$ cat config.mk
export PLATFORM = sky130hd
export DESIGN_NAME = uart_reg_bank
export DESIGN_NICKNAME = d
export VERILOG_FILES = /design/src/rtl/uart_reg_bank.sv
export SDC_FILE = /design/constraint.sdc
export NUM_CORES = 1
export LEC_CHECK = 0
export ABC_AREA = 1
export CAP_MARGIN = 20
export CORE_MARGIN = 3
export CORE_UTILIZATION = 57
export DETAILED_ROUTE_END_ITERATION = 8
export GPL_TIMING_DRIVEN = 0
export PLACE_DENSITY = 0.79
export SLEW_MARGIN = 0
export SYNTH_ARGS = -nofsm -noshare
export SYNTH_HDL_FRONTEND = slang
export SYNTH_SLANG_ARGS = --single-unit
$ cat constraint.sdc
create_clock -name pclk -period 3.33 [get_ports pclk]
set_clock_uncertainty 0.2 [all_clocks]
set_input_delay 0.666 -clock pclk [delete_from_list [all_inputs] [get_ports pclk]]
set_output_delay 0.666 -clock pclk [all_outputs]
set_load 0.01 [all_outputs]
$ cat src/rtl/uart_reg_bank.sv
// ----------------------------------------------------------------------------
// uart_reg_bank
//
// UART register bank and byte FIFOs behind the APB slave front-end. The block
// decodes single-cycle write and read strobes against the UART register map.
// It returns read data, acknowledges and address errors in the same cycle. It
// holds TX and RX byte FIFOs between the CPU and the shift engines, and drives
// the frame configuration and a registered interrupt.
//
// Register map (byte addresses, word aligned):
//   0x000 CTRL    RW  [0] tx_en [1] rx_en [3:2] data_bits [4] parity_en
//                     [5] parity_odd [6] stop2               reset 0x0000_000F
//   0x004 BAUD    RW  [15:0] divisor                           reset BAUD_RST
//   0x008 TXDATA  WO  write pushes wdata[7:0]; reads return 0
//   0x00C RXDATA  RO  read pops head byte (0 when empty); writes are errors
//   0x010 STATUS      [0] tx_full [1] tx_empty [2] rx_full [3] rx_empty
//                     [4] overrun (sticky, write 1 to clear) [12:8] tx_count
//                     [20:16] rx_count                       reset 0x0000_000A
//   0x014 IER     RW  [0] tx_empty [1] rx_not_empty [2] overrun  reset 0
//
// Ports:
//   pclk, prst_n            clock, asynchronous active-low reset
//   waddr/wdata/wr_en       write access from the front-end
//   raddr/rd_en             read access from the front-end
//   rdata, wack, rack       same-cycle read data and acknowledges
//   waddrerr, raddrerr      same-cycle access errors
//   tx_data/tx_valid/tx_ready   byte stream to the transmitter
//   rx_data/rx_valid        byte stream from the receiver
//   baud_div, data_bits, parity_en, parity_odd, stop2   frame configuration
//   irq                     registered interrupt request
// ----------------------------------------------------------------------------
module uart_reg_bank #(
    parameter int          FIFO_DEPTH = 16,
    parameter logic [15:0] BAUD_RST   = 16'h0036
) (
    input  logic        pclk,
    input  logic        prst_n,
    input  logic [11:0] waddr,
    input  logic [31:0] wdata,
    input  logic        wr_en,
    input  logic [11:0] raddr,
    input  logic        rd_en,
    output logic [31:0] rdata,
    output logic        wack,
    output logic        rack,
    output logic        waddrerr,
    output logic        raddrerr,
    output logic [7:0]  tx_data,
    output logic        tx_valid,
    input  logic        tx_ready,
    input  logic [7:0]  rx_data,
    input  logic        rx_valid,
    output logic [15:0] baud_div,
    output logic [1:0]  data_bits,
    output logic        parity_en,
    output logic        parity_odd,
    output logic        stop2,
    output logic        irq
);

    localparam int PW = $clog2(FIFO_DEPTH);
    localparam int CW = PW + 1;

    localparam logic [11:0] ADDR_CTRL   = 12'h000;
    localparam logic [11:0] ADDR_BAUD   = 12'h004;
    localparam logic [11:0] ADDR_TXDATA = 12'h008;
    localparam logic [11:0] ADDR_RXDATA = 12'h00C;
    localparam logic [11:0] ADDR_STATUS = 12'h010;
    localparam logic [11:0] ADDR_IER    = 12'h014;

    localparam logic [6:0]  CTRL_RST    = 7'h0F;

    // ------------------------------------------------------------------
    // Configuration and status state
    // ------------------------------------------------------------------
    logic [6:0]  ctrl;
    logic [15:0] baud;
    logic [2:0]  ier;
    logic        overrun;

    logic        tx_en;
    logic        rx_en;

    assign tx_en      = ctrl[0];
    assign rx_en      = ctrl[1];
    assign data_bits  = ctrl[3:2];
    assign parity_en  = ctrl[4];
    assign parity_odd = ctrl[5];
    assign stop2      = ctrl[6];
    assign baud_div   = baud;

    // ------------------------------------------------------------------
    // FIFO storage and bookkeeping
    // ------------------------------------------------------------------
    logic [7:0]    tx_mem [FIFO_DEPTH];
    logic [PW-1:0] tx_wr_ptr;
    logic [PW-1:0] tx_rd_ptr;
    logic [CW-1:0] tx_count;

    logic [7:0]    rx_mem [FIFO_DEPTH];
    logic [PW-1:0] rx_wr_ptr;
    logic [PW-1:0] rx_rd_ptr;
    logic [CW-1:0] rx_count;

    logic tx_full, tx_empty, rx_full, rx_empty;

    assign tx_full  = (tx_count == CW'(FIFO_DEPTH));
    assign tx_empty = (tx_count == '0);
    assign rx_full  = (rx_count == CW'(FIFO_DEPTH));
    assign rx_empty = (rx_count == '0);

    // ------------------------------------------------------------------
    // Access decode
    // ------------------------------------------------------------------
    logic w_ok, r_ok;
    logic wr_ctrl, wr_baud, wr_txdata, wr_rxdata, wr_status, wr_ier;
    logic rd_rxdata;

    // Legal addresses are word aligned and no higher than the last register.
    assign w_ok = (waddr[1:0] == 2'b00) && (waddr <= ADDR_IER);
    assign r_ok = (raddr[1:0] == 2'b00) && (raddr <= ADDR_IER);

    assign wr_ctrl   = wr_en && (waddr == ADDR_CTRL);
    assign wr_baud   = wr_en && (waddr == ADDR_BAUD);
    assign wr_txdata = wr_en && (waddr == ADDR_TXDATA);
    assign wr_rxdata = wr_en && (waddr == ADDR_RXDATA);
    assign wr_status = wr_en && (waddr == ADDR_STATUS);
    assign wr_ier    = wr_en && (waddr == ADDR_IER);

    assign rd_rxdata = rd_en && (raddr == ADDR_RXDATA);

    // ------------------------------------------------------------------
    // FIFO handshakes
    // ------------------------------------------------------------------
    logic tx_push, tx_pop, tx_reject;
    logic rx_push_req, rx_push, rx_pop, rx_drop;

    assign tx_valid = tx_en && !tx_empty;
    assign tx_data  = tx_mem[tx_rd_ptr];
    assign tx_pop   = tx_valid && tx_ready;

    // A full TX FIFO still takes a byte when the transmitter frees a slot
    // on the same edge.
    assign tx_reject = wr_txdata && tx_full && !tx_pop;
    assign tx_push   = wr_txdata && !tx_reject;

    assign rx_pop      = rd_rxdata && !rx_empty;
    assign rx_push_req = rx_valid && rx_en;
    // Likewise a full RX FIFO accepts a byte when the CPU pops on the same edge.
    assign rx_push     = rx_push_req && (!rx_full || rx_pop);
    assign rx_drop     = rx_push_req && rx_full && !rx_pop;

    // ------------------------------------------------------------------
    // Same-cycle response
    // ------------------------------------------------------------------
    assign wack     = wr_en;
    assign rack     = rd_en;
    assign waddrerr = wr_en && (!w_ok || wr_rxdata || tx_reject);
    assign raddrerr = rd_en && !r_ok;

    logic [4:0]  tx_cnt5;
    logic [4:0]  rx_cnt5;
    logic [31:0] status_word;

    assign tx_cnt5 = 5'(tx_count);
    assign rx_cnt5 = 5'(rx_count);

    assign status_word = {11'h000, rx_cnt5, 3'b000, tx_cnt5, 3'b000,
                          overrun, rx_empty, rx_full, tx_empty, tx_full};

    always_comb begin
        rdata = 32'h0000_0000;
        if (rd_en) begin
            case (raddr)
                ADDR_CTRL:   rdata = {25'h0, ctrl};
                ADDR_BAUD:   rdata = {16'h0, baud};
                ADDR_RXDATA: rdata = rx_empty ? 32'h0 : {24'h0, rx_mem[rx_rd_ptr]};
                ADDR_STATUS: rdata = status_word;
                ADDR_IER:    rdata = {29'h0, ier};
                // TXDATA and every illegal address read as zero.
                default:     rdata = 32'h0000_0000;
            endcase
        end
    end

    // ------------------------------------------------------------------
    // TX FIFO
    // ------------------------------------------------------------------
    always_ff @(posedge pclk or negedge prst_n) begin
        if (!prst_n) begin
            tx_wr_ptr <= '0;
            tx_rd_ptr <= '0;
            tx_count  <= '0;
        end else begin
            if (tx_push) begin
                tx_wr_ptr <= tx_wr_ptr + PW'(1);
            end
            if (tx_pop) begin
                tx_rd_ptr <= tx_rd_ptr + PW'(1);
            end
            tx_count <= tx_count + CW'(tx_push) - CW'(tx_pop);
        end
    end

    always_ff @(posedge pclk) begin
        if (tx_push) begin
            tx_mem[tx_wr_ptr] <= wdata[7:0];
        end
    end

    // ------------------------------------------------------------------
    // RX FIFO
    // ------------------------------------------------------------------
    always_ff @(posedge pclk or negedge prst_n) begin
        if (!prst_n) begin
            rx_wr_ptr <= '0;
            rx_rd_ptr <= '0;
            rx_count  <= '0;
        end else begin
            if (rx_push) begin
                rx_wr_ptr <= rx_wr_ptr + PW'(1);
            end
            if (rx_pop) begin
                rx_rd_ptr <= rx_rd_ptr + PW'(1);
            end
            rx_count <= rx_count + CW'(rx_push) - CW'(rx_pop);
        end
    end

    always_ff @(posedge pclk) begin
        if (rx_push) begin
            rx_mem[rx_wr_ptr] <= rx_data;
        end
    end

    // ------------------------------------------------------------------
    // Registers, overrun flag and interrupt
    // ------------------------------------------------------------------
    logic irq_next;

    assign irq_next = (ier[0] && tx_empty) ||
                      (ier[1] && !rx_empty) ||
                      (ier[2] && overrun);

    always_ff @(posedge pclk or negedge prst_n) begin
        if (!prst_n) begin
            ctrl    <= CTRL_RST;
            baud    <= BAUD_RST;
            ier     <= 3'b000;
            overrun <= 1'b0;
            irq     <= 1'b0;
        end else begin
            if (wr_ctrl) begin
                ctrl <= wdata[6:0];
            end
            if (wr_baud) begin
                baud <= wdata[15:0];
            end
            if (wr_ier) begin
                ier <= wdata[2:0];
            end
            // A byte lost on the same edge as a clear request keeps the flag
            // set so the loss is never hidden from software.
            if (rx_drop) begin
                overrun <= 1'b1;
            end else if (wr_status && wdata[4]) begin
                overrun <= 1'b0;
            end
            irq <= irq_next;
        end
    end

    // Upper write-data bits have no register behind them.
    logic unused_wdata;
    assign unused_wdata = ^wdata[31:16];

endmodule
==> impl_results.md <==
- Largest net degree at the start of global routing: 33
- DP Wirelength: 25.2 mm
- PortBufs: 108
- Clock buffers created by TritonCTS: 30
- Fmax achieved: 0.304 GHz
- Sequential-to-total area share from yosys stat: 0.656
- Final Util: 0.708
- Worst-path clk slew: 0.06 ns
- DRT iter0 DRCs: 1259
- Grt total ovfl: 0
- Worst setup margin: 0.0377 ns
- M2 GR Usage: 0.462
- Total GRT Usage: 0.287
- IO Pins: 137
- Vias per cell: 5.87
- M1 GR Usage: 0.397
- Share of the synthesized area in the top cell type: 0.557
- #FFs+latches synth: 310
- Final Setup Violations: 0
- Fraction of layout cells with a size suffix above 1: 0.148
- Dominant cells by area after synthesis: edfxtp_1 56%, dfrtp_1 8.3%, nand2_1 6.9%
- Avg Inst Size Synth: 10.7 µm²
- Post-DRT Antenna Nets: 0
- Area delta synth->final: 21.1%
- PnR Total Power: 8.32 mW
- Core area: 23600 µm²
- P per Cell Area: 498 nW/µm²
- Outcome: complete, no violations
- Number of cell rows: 56
- Critical Path, Cell by Cell: buf_6 > buf_4 > clkbuf_2 > o21ai_0 > o21ai_1 > o211ai_1 > nand2_1 > dlygate4sd2_1
- Antenna violations before repair: 0
- Number of global-route vias before repair: 10.4k
- Critical Path RT: 2.46 ns
- Synth area leader: edfxtp_1
- Post-synthesis instance total: 1290
- N_diodes: 0
- Crit path launch type: flop
- Crit end category: output port
- Clock sinks: 310
- Min Hold Slack: 0.292 ns
- Max-slew violations: 0
- Final period utilization: 0.989
- Max Cap Viol: 0
- Library cells used by synthesis: 33
- Critical path class: reg2out
- CP max FO: 10
- First-pass DRT Iterations: 5
- Synth warn: 0
- Worst Tran Pin Value: 1.16 ns
- Root buffer cell: clkbuf_16
- Post-synthesis cell area: 13800 µm²
- Final hold violations: 0
- Slowest CP cell: dfrtp_1
- CP max stage delay: 0.41 ns
- Clk buf depth: 3
- Initial Util: 0.584
- H-tree Lvls: 1
- Gpl congestion: 0.922
- Post-DP Area: 15400 µm²
- Fillcell total: 1706
- Clock latency on the worst-skew pair: 0.56 ns
- Final instance area: 16700 µm²
- Routed WL: 38.3 mm
- CTS tree: done
- Min-Delay Path Class: reg2reg
- VDD IR max: 538 µV
- Residual DRC: 0
- Wire per inst: 21.1 µm
- Die ar.: 26100 µm²
- Die Height: 162 µm
- Pre-CTS setup slack: -0.463 ns
- Vias: 10.7k
- NumNets Final: 1567
- Gr busiest metal: met2
- Relative slew slack: 0.223
- First-pass GRT wire length: 57.5 mm
- M3 GR Usage: 0.0562
- Arr. time, crit path: 2.43 ns
- Die width: 162 µm
- P_leak: 6.50 nW
- Minimum clock period: 3.29 ns
==> repair_timing <==
| item | CTS | global route |
|---|---|---|
| gates cloned | 0 | 1 |
| setup buffers | 11 | 7 |
| gates resized for setup | 107 | 69 |
| endpoints found under the hold margin | 21 | 0 |
| hold buffers | 1 | 0 |
| setup endpoints to repair | 31 | 26 |
| pin swaps | 11 | 15 |
==> report_power, final <==
group / total, mW / leakage (nW) / switching (mW) / internal (mW)
combinational: 0.648 / 3.07 / 0.397 / 0.252
clock: 3.38 / 0.480 / 1.43 / 1.95
sequential: 4.29 / 2.95 / 0.0397 / 4.25
total: 8.32 / 6.50 / 1.86 / 6.46
==> cell usage in the layout, fill, tap and decap left out, drive strengths merged <==
| master | count |
|---|---|
| nand4 | 6 |
| nand2 | 258 |
| clkinv | 14 |
| o21ai | 98 |
| nor3 | 21 |
| dlygate4sd3 | 1 |
| clkbuf | 77 |
| dfrtp | 46 |
| xnor2 | 2 |
| clkdlybuf4s50 | 75 |
| buf | 94 |
| dlygate4sd2 | 10 |
| a22oi | 1 |
| edfxtp | 256 |
| ha | 21 |
| conb | 11 |
| xor2 | 15 |
| fa | 2 |
| bufinv | 2 |
| clkdlybuf4s15 | 1 |
| o31ai | 2 |
| inv | 85 |
| nor2 | 158 |
| clkinvlp | 1 |
| o211ai | 32 |
| a21oi | 21 |
| nand3 | 179 |
| dfstp | 8 |
| dlymetal6s2s | 1 |
==> per-layer routing <==
| metal | vias to the layer above | part of all wire |
|---|---|---|
| li1 | 4787 | - |
| met4 | 0 | 0.036 |
| met3 | 97 | 0.10 |
| met2 | 630 | 0.47 |
| met1 | 5159 | 0.39 |
| met5 | - | 0 |
==> per-stage QoR <==
| stage | setup TNS [ns] | std cells |
|---|---|---|
| 2_1_floorplan | 0 | 1300 |
| 3_3_place_gp | -64.96 | 1727 |
| 3_5_place_dp | -17.96 | 1739 |
| 4_1_cts | -0.0571 | 1807 |
| 5_1_grt | -0.0977 | 1817 |
| 6_report | 0 | 1817 |
==> cell usage after synthesis <==
library cell / n
xnor2_1: 2
nor3_2: 3
inv_1: 82
a22oi_1: 1
dfrtp_1: 46
xor2_1: 15
buf_6: 4
nand2_1: 255
nand2_2: 1
nand4_1: 6
dfstp_2: 8
nand3_2: 3
a21oi_1: 21
nor2_4: 3
nor3_1: 18
nand3_1: 176
buf_1: 5
conb_1: 1
buf_4: 19
nor2_1: 149
o211ai_1: 32
clkinv_1: 2
nand2_4: 2
edfxtp_1: 256
nor2_2: 6
clkbuf_1: 17
ha_1: 21
o21ai_0: 89
o31ai_1: 2
inv_2: 3
o21ai_1: 9
buf_2: 31
fa_1: 2
==> kinds of logic (layout without fill, tap and decap cells) <==
logic type               Yosys count  count (layout)  share of synthesized area
AO/OA/AOI/OAI                    154             154                     0.0622
XOR/XNOR                          17              17                     0.0108
adder cells (fa/ha/maj)           23              23                     0.0219
buffers and inverters            163             361                     0.0545
flip-flops                       310             310                      0.656
other                              1              11                   0.000272
AND/OR/NAND/NOR                  622             622                      0.195
==> worst paths after layout <==
check	cells past startpoint	from	endpoint	slack [ns]
min	2	baud_div[5]$_DFFE_PN1P_	baud_div[5]$_DFFE_PN1P_	0.29
min in group asynchronous	2	prst_n	tx_cnt5[1]$_DFF_PN0_	0.44
min reg2reg	2	baud_div[5]$_DFFE_PN1P_	baud_div[5]$_DFFE_PN1P_	0.29
max	8	tx_rd_ptr[0]$_DFFE_PN0P_	tx_data[7]	0.04
max in group asynchronous	3	prst_n	ctrl[1]$_DFFE_PN1P_	1.84
max reg2reg	14	tx_cnt5[3]$_DFF_PN0_	tx_cnt5[4]$_DFF_PN0_	0.21
==> sequential cells by signal, indices dropped and copies added, names as in the netlist, 5 cells and up <==
name	count
baud_div	16
ctrl	7
rx_cnt5	5
rx_mem	128
tx_cnt5	5
tx_mem	128
==> final cells by class <==
cell class              count  area (µm²)  area share
inverters                  87         328      0.0196
multi-input cells         827        4170       0.250
clock inverters            15         118     0.00704
clock buffers              41         862      0.0516
well taps                 319         399      0.0239
repair buffers            143        1230      0.0735
flip-flops and latches    310        9050       0.542
plain buffers              75         552      0.0330
==> worst max-delay path, delay by kind of cell (launching register included) <==
kind / cells / cell delay (ns)
flip-flops: 1 / 0.41
AO/OA/AOI/OAI: 3 / 0.62
AND/OR/NAND/NOR: 1 / 0.06
buffers and inverters: 4 / 0.76
(Power assumes the default switching activity.)
